<file path="src/rtl/uart_rx_fifo.sv">
// uart_rx_fifo: receive half of the UART. Recovers serial frames from rx,
// queues the received bytes in a small FIFO and exposes them through a
// 4-bit-address register read port (RXDATA at 4'h0, STATUS at 4'h1).
// Optional feature macro: UART_RX_PARITY_EN selects 8E1 framing with
// a parity-error flag; when it is undefined the frame is 8N1 and the
// parity flag reads 0.
module uart_rx_fifo #(
    parameter int CLKS_PER_BIT = 16,
    parameter int FIFO_DEPTH   = 4
) (
    input  logic       clk,
    input  logic       rst,
    input  logic       rx,
    input  logic [3:0] addr,
    input  logic       rd_en,
    output logic [7:0] data_out,
    output logic       rx_avail
);

    localparam int AW    = $clog2(FIFO_DEPTH);
    localparam int PW    = AW + 1;
    localparam int CNT_W = $clog2(CLKS_PER_BIT);

    localparam logic [CNT_W-1:0] HALF_M1 = CNT_W'(CLKS_PER_BIT / 2 - 1);
    localparam logic [CNT_W-1:0] FULL_M1 = CNT_W'(CLKS_PER_BIT - 1);

    typedef enum logic [2:0] {
        S_IDLE   = 3'd0,
        S_START  = 3'd1,
        S_DATA   = 3'd2,
        S_PARITY = 3'd3,
        S_STOP   = 3'd4,
        S_BREAK  = 3'd5
    } state_t;

    // Synchroniser and edge-detect history
    logic [1:0]       r_sync;
    logic             r_rs_prev;
    logic             w_rs;

    // Frame recovery
    state_t           r_state;
    logic [CNT_W-1:0] r_cnt;
    logic [2:0]       r_bit_idx;
    logic [7:0]       r_shift;
    logic             r_push_req;
    logic [7:0]       r_push_data;
    logic             r_frame_set;
    logic             r_parity_set;

    // FIFO and status
    logic [7:0]       r_mem [FIFO_DEPTH];
    logic [PW-1:0]    r_wptr;
    logic [PW-1:0]    r_rptr;
    logic             r_overrun;
    logic             r_frame_err;
    logic             r_parity_err;
    logic             r_rx_avail;
    logic [7:0]       r_data_out;

    logic             w_empty;
    logic             w_full;
    logic             w_pop;
    logic             w_push;
    logic             w_stat_rd;
    logic [7:0]       w_status;
    logic [7:0]       w_rd_data;

    assign w_rs      = r_sync[1];
    assign w_empty   = (r_wptr == r_rptr);
    assign w_full    = (r_wptr[AW] != r_rptr[AW]) &&
                       (r_wptr[AW-1:0] == r_rptr[AW-1:0]);
    assign w_pop     = rd_en && (addr == 4'h0) && !w_empty;
    // A full FIFO still accepts a byte when the head leaves in the same cycle
    assign w_push    = r_push_req && (!w_full || w_pop);
    assign w_stat_rd = rd_en && (addr == 4'h1);
    assign w_status  = {3'b000, r_parity_err, r_overrun, r_frame_err, w_full, ~w_empty};

    assign data_out  = r_data_out;
    assign rx_avail  = r_rx_avail;

    // Two-flop synchroniser for the asynchronous rx line plus previous sample for edge detect
    always_ff @(posedge clk) begin
        if (rst) begin
            r_sync    <= 2'b11;
            r_rs_prev <= 1'b1;
        end else begin
            r_sync    <= {r_sync[0], rx};
            r_rs_prev <= w_rs;
        end
    end

    // Frame recovery FSM: start qualification, mid-bit sampling, stop check, break wait
    always_ff @(posedge clk) begin
        if (rst) begin
            r_state      <= S_IDLE;
            r_cnt        <= '0;
            r_bit_idx    <= 3'd0;
            r_shift      <= 8'h00;
            r_push_req   <= 1'b0;
            r_push_data  <= 8'h00;
            r_frame_set  <= 1'b0;
            r_parity_set <= 1'b0;
        end else begin
            r_push_req   <= 1'b0;
            r_frame_set  <= 1'b0;
            r_parity_set <= 1'b0;
            case (r_state)
                S_IDLE: begin
                    if (r_rs_prev && !w_rs) begin
                        r_state <= S_START;
                        r_cnt   <= '0;
                    end
                end
                S_START: begin
                    if (r_cnt == HALF_M1) begin
                        r_cnt <= '0;
                        if (!w_rs) begin
                            r_state   <= S_DATA;
                            r_bit_idx <= 3'd0;
                        end else begin
                            r_state <= S_IDLE;
                        end
                    end else begin
                        r_cnt <= r_cnt + CNT_W'(1);
                    end
                end
                S_DATA: begin
                    if (r_cnt == FULL_M1) begin
                        r_cnt   <= '0;
                        r_shift <= {w_rs, r_shift[7:1]};
                        if (r_bit_idx == 3'd7) begin
`ifdef UART_RX_PARITY_EN
                            r_state <= S_PARITY;
`else
                            r_state <= S_STOP;
`endif
                        end else begin
                            r_bit_idx <= r_bit_idx + 3'd1;
                        end
                    end else begin
                        r_cnt <= r_cnt + CNT_W'(1);
                    end
                end
                S_PARITY: begin
                    if (r_cnt == FULL_M1) begin
                        r_cnt        <= '0;
                        r_parity_set <= (^r_shift) ^ w_rs;
                        r_state      <= S_STOP;
                    end else begin
                        r_cnt <= r_cnt + CNT_W'(1);
                    end
                end
                S_STOP: begin
                    if (r_cnt == FULL_M1) begin
                        r_cnt <= '0;
                        if (w_rs) begin
                            r_push_req  <= 1'b1;
                            r_push_data <= r_shift;
                            r_state     <= S_IDLE;
                        end else begin
                            r_frame_set <= 1'b1;
                            r_state     <= S_BREAK;
                        end
                    end else begin
                        r_cnt <= r_cnt + CNT_W'(1);
                    end
                end
                S_BREAK: begin
                    if (w_rs) begin
                        r_state <= S_IDLE;
                    end else begin
                        r_state <= S_BREAK;
                    end
                end
                default: begin
                    r_state <= S_IDLE;
                    r_cnt   <= '0;
                end
            endcase
        end
    end

    // FIFO storage and pointers; overrun drops the new byte and leaves contents intact
    always_ff @(posedge clk) begin
        if (rst) begin
            r_wptr <= '0;
            r_rptr <= '0;
            for (int i = 0; i < FIFO_DEPTH; i++) begin
                r_mem[i] <= 8'h00;
            end
        end else begin
            if (w_push) begin
                r_mem[r_wptr[AW-1:0]] <= r_push_data;
                r_wptr                <= r_wptr + PW'(1);
            end else begin
                r_wptr <= r_wptr;
            end
            if (w_pop) begin
                r_rptr <= r_rptr + PW'(1);
            end else begin
                r_rptr <= r_rptr;
            end
        end
    end

    // Sticky error flags: cleared by a STATUS read, a same-cycle set takes priority
    always_ff @(posedge clk) begin
        if (rst) begin
            r_overrun    <= 1'b0;
            r_frame_err  <= 1'b0;
            r_parity_err <= 1'b0;
        end else begin
            r_overrun   <= (r_push_req && w_full && !w_pop) || (r_overrun && !w_stat_rd);
            r_frame_err <= r_frame_set || (r_frame_err && !w_stat_rd);
`ifdef UART_RX_PARITY_EN
            r_parity_err <= r_parity_set || (r_parity_err && !w_stat_rd);
`else
            r_parity_err <= 1'b0;
`endif
        end
    end

    // Read-data mux for the register port
    always_comb begin
        w_rd_data = 8'h00;
        case (addr)
            4'h0: begin
                if (!w_empty) begin
                    w_rd_data = r_mem[r_rptr[AW-1:0]];
                end else begin
                    w_rd_data = 8'h00;
                end
            end
            4'h1:    w_rd_data = w_status;
            default: w_rd_data = 8'h00;
        endcase
    end

    // Registered read data (held while idle) and data-available interrupt
    always_ff @(posedge clk) begin
        if (rst) begin
            r_data_out <= 8'h00;
            r_rx_avail <= 1'b0;
        end else begin
            if (rd_en) begin
                r_data_out <= w_rd_data;
            end else begin
                r_data_out <= r_data_out;
            end
            r_rx_avail <= !w_empty;
        end
    end

endmodule

</file>
<file path="config.mk">
export PLATFORM = sky130hd
export DESIGN_NAME = uart_rx_fifo
export DESIGN_NICKNAME = d
export VERILOG_FILES = /design/src/rtl/uart_rx_fifo.sv
export SDC_FILE = /design/constraint.sdc
export NUM_CORES = 1
export LEC_CHECK = 0
export CAP_MARGIN = 15
export CELL_PAD_IN_SITES_DETAIL_PLACEMENT = 0
export CELL_PAD_IN_SITES_GLOBAL_PLACEMENT = 2
export CORE_MARGIN = 5
export CORE_UTILIZATION = 43
export CTS_BUF_LIST = sky130_fd_sc_hd__clkbuf_16
export DETAILED_ROUTE_END_ITERATION = 12
export HOLD_SLACK_MARGIN = 0.12
export PLACE_DENSITY = 0.81
export SLEW_MARGIN = 25
export SYNTH_ARGS = -nofsm -noshare
export SYNTH_HDL_FRONTEND = slang
export SYNTH_SLANG_ARGS = --single-unit
</file>
<file path="constraint.sdc">
create_clock -name clk -period 5 [get_ports clk]
set_clock_uncertainty 0.05 [all_clocks]
set_input_delay 0.75 -clock clk [delete_from_list [all_inputs] [get_ports clk]]
set_output_delay 0.75 -clock clk [all_outputs]
set_load 0.005 [all_outputs]
</file>
==> run metrics, run 1 <==
run status finished clean; count of flip-flops with a built-in enable after synthesis 32; NumNets Final 330; class of the tightest hold or removal check flop to flop; Synth async-reset ratio 0; Crit. End Element flop; CTS-repair resized insts 0; y dimension of the die 99.8 microns; CTS clock-pin slew for the worst setup and hold paths 0.06 ns; flip-flop cell with the highest count after synthesis sky130_fd_sc_hd__dfxtp_1; WP data arrival roughly 3.2 ns; number of setup buffers added after CTS 0; I/O pin cnt 17; master cell of the clock root buffer sky130_fd_sc_hd__clkbuf_16; first element of the critical path addr[1]; DIE WIDTH 99.8 microns; synthesis-to-finish area growth 15.0%; peak ir drop on the vdd network 222 uV; post-synthesis cell type with the largest combined area sky130_fd_sc_hd__dfxtp_1; netlist area before placement 3470 sq um; proportion of synthesized chip area in sequential cells 0.565; starting density of the core 0.444; Crit Path Class input pin to flop; Final Critical Period about 3.3 ns; number of levels in the clock H-tree 3; Vias/cell 5.27; highest clock rate 0.306 GHz; power density relative to cell area around 350 nW/um^2; DP Wirelength 4640 microns; CTS tree yes; Port-buffer cells 16; number of global-route vias before repair 2,182; Slew Limit Fails 0; grt ovf 0; clock sink count between 80 and 90; Residual DRC 0; Yosys top cell area share 0.288; # rows 32; final count of hold timing violations 0; actual slew at the worst max-slew pin around 0.83 ns; number of instances in the synthesized netlist between 300 and 400; initial detailed-routing violation count 72; number of synthesized register bits 82; largest net degree at the start of global routing 55; Core Box Area 7810 sq um; yosys warns 0; number of antenna repair diodes 0; hold buffer count at CTS 0; post-DR wirelength/cell ~16 microns; beginning of the worst register-to-register path r_wptr[1]; average cell area after synthesis 11.4 sq um; worst rel slew slack 0.445; Hold Startpoint r_sync[0]; share of cells above drive strength 1 0.109; Clk Latency, worst-skew pair 0.33 ns; overall routed net length 6680 microns; largest driver fanout on the critical path 17; routability-driven placement congestion ratio 0.754; count of antenna-violating nets left after detailed routing 0; net count of the mapped netlist 318; detailed-route via count 2,236; CTS Buffer Depth 2; unrepaired setup endpoints after global routing false; wire length of the first global-routing pass 11,100 microns; leakage dissipation 1.46 nW; number of detailed-routing iterations run before antenna repair 4; critical path launch point type input pin; Final period util 0.653; setup tns final 0 ns; max cap viols 0; Die ar. about 10000 sq um; number of antenna violations at the first check in global routing 0; power after layout 0.00139 W; Total Routing Usage GR 0.146; number of unique standard cell types used by synthesis 46; Critical Path RT 4.95 ns; Num CTS Buffers 9; number of setup violations in the final report 0; cells taking the most area after synthesis sky130_fd_sc_hd__dfxtp_1 (29%), sky130_fd_sc_hd__edfxtp_1 (28%), sky130_fd_sc_hd__mux2i_1 (5.2%)
## path summary, 6_finish.rpt
kind | to | slack [ns] | depth (start not counted)
min | r_sync[1] | 0.36 | 1
max reg2reg | r_mem[2][2] | 2.46 | 5
min reg2reg | r_sync[1] | 0.36 | 1
max | r_mem[1][7] | 1.73 | 6
## where the power goes
group          switching (W)  leakage (nW)  internal (W)  total (W)
Combinational      0.0000218         0.582     0.0000151  0.0000369
Clock               0.000256         0.145      0.000385   0.000641
Sequential        0.00000674         0.732      0.000704   0.000711
## cell type report
type                       instances  area (sq um)
fill                             723          3820
clock inverter                     7          70.1
timing repair buffer              18           170
inverter                           5          18.8
clock buffer                       9           225
multi-input combinational        201          1420
tap                              102           128
sequential                        82          1960
## critical path, cell delays in order
cell,delay [ns]
sky130_fd_sc_hd__clkdlybuf4s50_1,0.42
sky130_fd_sc_hd__or4b_4,0.57
sky130_fd_sc_hd__o2111ai_2,0.32
sky130_fd_sc_hd__and3b_1,0.49
sky130_fd_sc_hd__and3b_1,0.33
sky130_fd_sc_hd__or2_1,0.33
## per-stage QoR
step | util | area (sq um) | worst slack, ns | hold slack [ns] | cells
after detailed placement | 0.473 | 3690 | 1.38 | 0.351 | 408
after CTS | 0.511 | 3990 | 1.73 | 0.366 | 424
final | 0.511 | 3990 | 1.73 | 0.362 | 424
after global routing | 0.511 | 3990 | 1.52 | 0.394 | 424
after floorplan | - | 3470 | 2.25 | 0.339 | 305
after global placement | 0.473 | 3690 | 1.47 | 0.346 | 408
## cell usage after synthesis, types with 6 or more instances
cell type	count
sky130_fd_sc_hd__dfxtp_1	50
sky130_fd_sc_hd__nor2_1	46
sky130_fd_sc_hd__edfxtp_1	32
sky130_fd_sc_hd__and2_1	21
sky130_fd_sc_hd__mux2i_1	18
sky130_fd_sc_hd__nand2_1	16
sky130_fd_sc_hd__clkbuf_1	9
sky130_fd_sc_hd__a21oi_1	8
sky130_fd_sc_hd__a22oi_1	8
sky130_fd_sc_hd__mux4_2	8
sky130_fd_sc_hd__and3_1	6
sky130_fd_sc_hd__nand3_1	6
sky130_fd_sc_hd__o21ai_0	6
## layer usage
layer,share of wire,vias up,GRT usage
met3,0.044,10,0.0354
met2,0.46,44,0.222
met4,0.021,0,0.0693
met1,0.47,1061,0.197
li1,-,1121,-
met5,0,-,0
## cells in the final DEF (no fill, tap or decap), drive strengths merged, types with 8 or more instances in the layout
master         instances
mux2i                 18
clkdlybuf4s50         15
edfxtp                32
mux4                   8
clkbuf                 9
nor2                  46
and2                  21
dfxtp                 50
nand2                 16
a22oi                  8
a21oi                  8
## cells by family after synthesis
logic type / after synthesis / share of synthesized area
buf+inv: 22 / 0.0267
compound gates: 36 / 0.0765
flops: 82 / 0.565
simple gates: 125 / 0.187
xor+xnor: 9 / 0.0227
mux: 26 / 0.104
fa+ha+maj: 5 / 0.0180
## flip-flops by register name, summed over array words and instances (netlist names), 2 cells and up, named ones only
signal,flops
r_rptr,3
r_sync,2
r_mem,32
data_out,8
r_wptr,3
r_cnt,4
r_push_data,8
r_bit_idx,3
r_shift,8
r_state,3
Power figures use the tool's default switching activity.
==> inputs of run 2 (changes only) <==
Settings changed: CORE_UTILIZATION 43 to 40, PLACE_DENSITY 0.81 to 0.76.
Clock period 5 ns to 3.05 ns, I/O delays scaled along.
==> run metrics, run 2 (synthesis gave the netlist of run 1 again) <==
Vias/cell 5.04 (-4.5%); post-placement setup slack 0.259 ns (-1.12 ns); gate family responsible for the most delay along the worst path simple AND/OR/NAND/NOR gates; Setup WS post-layout 0.608 ns (-1.13 ns); number of flip-flops in the largest register 32 (unchanged); critical path launch point type input pin; peak ir drop on the vdd network 247 uV (+11%); count of antenna-violating nets left after detailed routing 0 (unchanged); Clk Latency, worst-skew pair 0.33 ns (about the same); CP max-delay cell sky130_fd_sc_hd__or4b_4; share of cells above drive strength 1 0.122 (+0.0136); CTS-repair resized insts 0 (unchanged); Crit. End Element flop; final count of hold timing violations 0 (unchanged); starting density of the core 0.404 (-0.0406); Crit Path Class input pin to flop; Slew Limit Fails 0 (unchanged); number of setup violations in the final report 0 (unchanged); power after layout 0.00241 W (+74%); number of antenna repair diodes 0 (unchanged); Core Box Area 8590 sq um (+10%); synthesis-to-finish area growth 17.3%; clock network power share 0.493 (+0.031); Sw Share 0.208 (+0.00302); leakage dissipation 1.50 nW (+3.0%); Die ar. 10,600 sq um (+6.7%); hold buffer count at CTS 0 (unchanged); CTS clock-pin slew for the worst setup and hold paths 0.06 ns (about the same); NumNets Final 335 (+1.5%); overall routed net length 6270 microns (-6.1%); switching pwr 0.000502 W (+76%); number of detailed-routing iterations run before antenna repair 4 (unchanged); Final period util 0.801; most frequent cells in the layout sky130_fd_sc_hd__dfxtp_1 (50), sky130_fd_sc_hd__nor2_1 (46), sky130_fd_sc_hd__edfxtp_1 (32); max cap viols 0 (unchanged); number of filler instances in the final layout 776 (+7.3%); number of global-route vias before repair 2,126 (-2.6%); CTS Buffer Depth 2 (unchanged); FF+latch area 1960 sq um (unchanged); Critical Path RT 3.00 ns (-1.95 ns); number of levels in the clock H-tree 3 (unchanged); run status finished clean; class of the tightest hold or removal check flop to flop; largest net degree at the start of global routing 31 (-44%); Final Critical Period between 2 and 2.5 ns; Port-buffer cells 16 (unchanged); detailed-route via count 2,191 (-2.0%); CP peak stage delay 0.56 ns (about the same); core utilization of the finished layout 0.474 (-0.0373); worst rel slew slack 0.498 (+0.0531); I/O pin cnt 17 (unchanged); part of the power in registers 0.482 (-0.030); combinational share of power 0.025 (-0.002); DIE WIDTH 103 microns (+3.3%); wire length of the first global-routing pass 10,600 microns (-4.6%); number of antenna violations at the first check in global routing 0 (unchanged); number of setup buffers added after CTS 0 (unchanged); unrepaired setup endpoints after global routing false; sequence of cells on the critical path clkdlybuf4s50_1, or4b_4, o2111ai_2, and3b_1, buf_4, a21o_1; clock sink count 82 (unchanged); routability-driven placement congestion ratio 0.758 (+0.50%); # rows 34 (+6.3%); critical path buffer and inverter count 2 (+1); WP data arrival 2.39 ns (-0.83 ns); grt ovf 0 (unchanged); setup tns final 0 ns (unchanged); Total Routing Usage GR 0.129 (-0.0168); internal portion of total power 0.00191 W (+73%); y dimension of the die 103 microns (+3.3%); most common library cell in the layout ignoring fill and taps sky130_fd_sc_hd__dfxtp_1; CTS tree yes; highest clock rate 0.409 GHz; master cell of the clock root buffer sky130_fd_sc_hd__clkbuf_16; post-DR wirelength/cell 14.4 microns (-8.4%); largest driver fanout on the critical path 15 (-2); power density relative to cell area 593 nW/um^2 (+70%); top register by number of flip-flops r_mem; Residual DRC 0 (unchanged); initial detailed-routing violation count 57 (-21%); multi-input gate area in the final layout 1420 sq um (unchanged); actual slew at the worst max-slew pin 0.749 ns (-0.0837 ns); DP Wirelength 4480 microns (-3.5%); Num CTS Buffers 9 (unchanged)
[run 2: final cells by class]
cell class                      instances  share of cell area
Clock buffer                            9              0.0553
Clock inverter                          7              0.0261
Inverter                                5             0.00461
Multi-Input combinational cell        201               0.348
Sequential cell                        82               0.482
Tap cell                              108              0.0332
Timing Repair Buffer                   23              0.0510
[run 2: routing by layer]
layer	routed length (microns)	up-vias	global-route usage
met5	0	-	0
met1	3180	1035	0.175
met3	187	6	0.0244
met4	78	0	0.0538
li1	-	1126	-
met2	2830	24	0.204
[run 2: final timing paths]
path	startpoint	endpoint	slack, ns	cells past startpoint
worst max-delay path	addr[1]	r_mem[0][2]	0.61	6
worst min-delay path	r_sync[0]	r_sync[1]	0.37	1
worst max register to register	r_wptr[0]	r_mem[2][2]	0.90	5
worst min register to register	r_sync[0]	r_sync[1]	0.37	1
[run 2: stage by stage]
| step | cell area (sq um) | std cells | hold WS, ns |
|---|---|---|---|
| CTS | 4070 | 435 | 0.373 |
| global route | 4070 | 435 | 0.396 |
| floorplan | 3470 | 305 | 0.339 |
| detailed placement | 3740 | 419 | 0.348 |
| global placement | 3740 | 419 | 0.348 |
| finish | 4070 | 435 | 0.368 |
[run 2: power by group through the flow]
stage,Sequential (W),Clock (W),Combinational [W]
after floorplan,0.00118,0,0.0000429
after global placement,0.00119,0,0.0000608
after detailed placement,0.00119,0,0.0000615
after CTS,0.00116,0.00122,0.0000616
after global routing,0.00117,0.00126,0.0000676
final,0.00116,0.00119,0.0000603
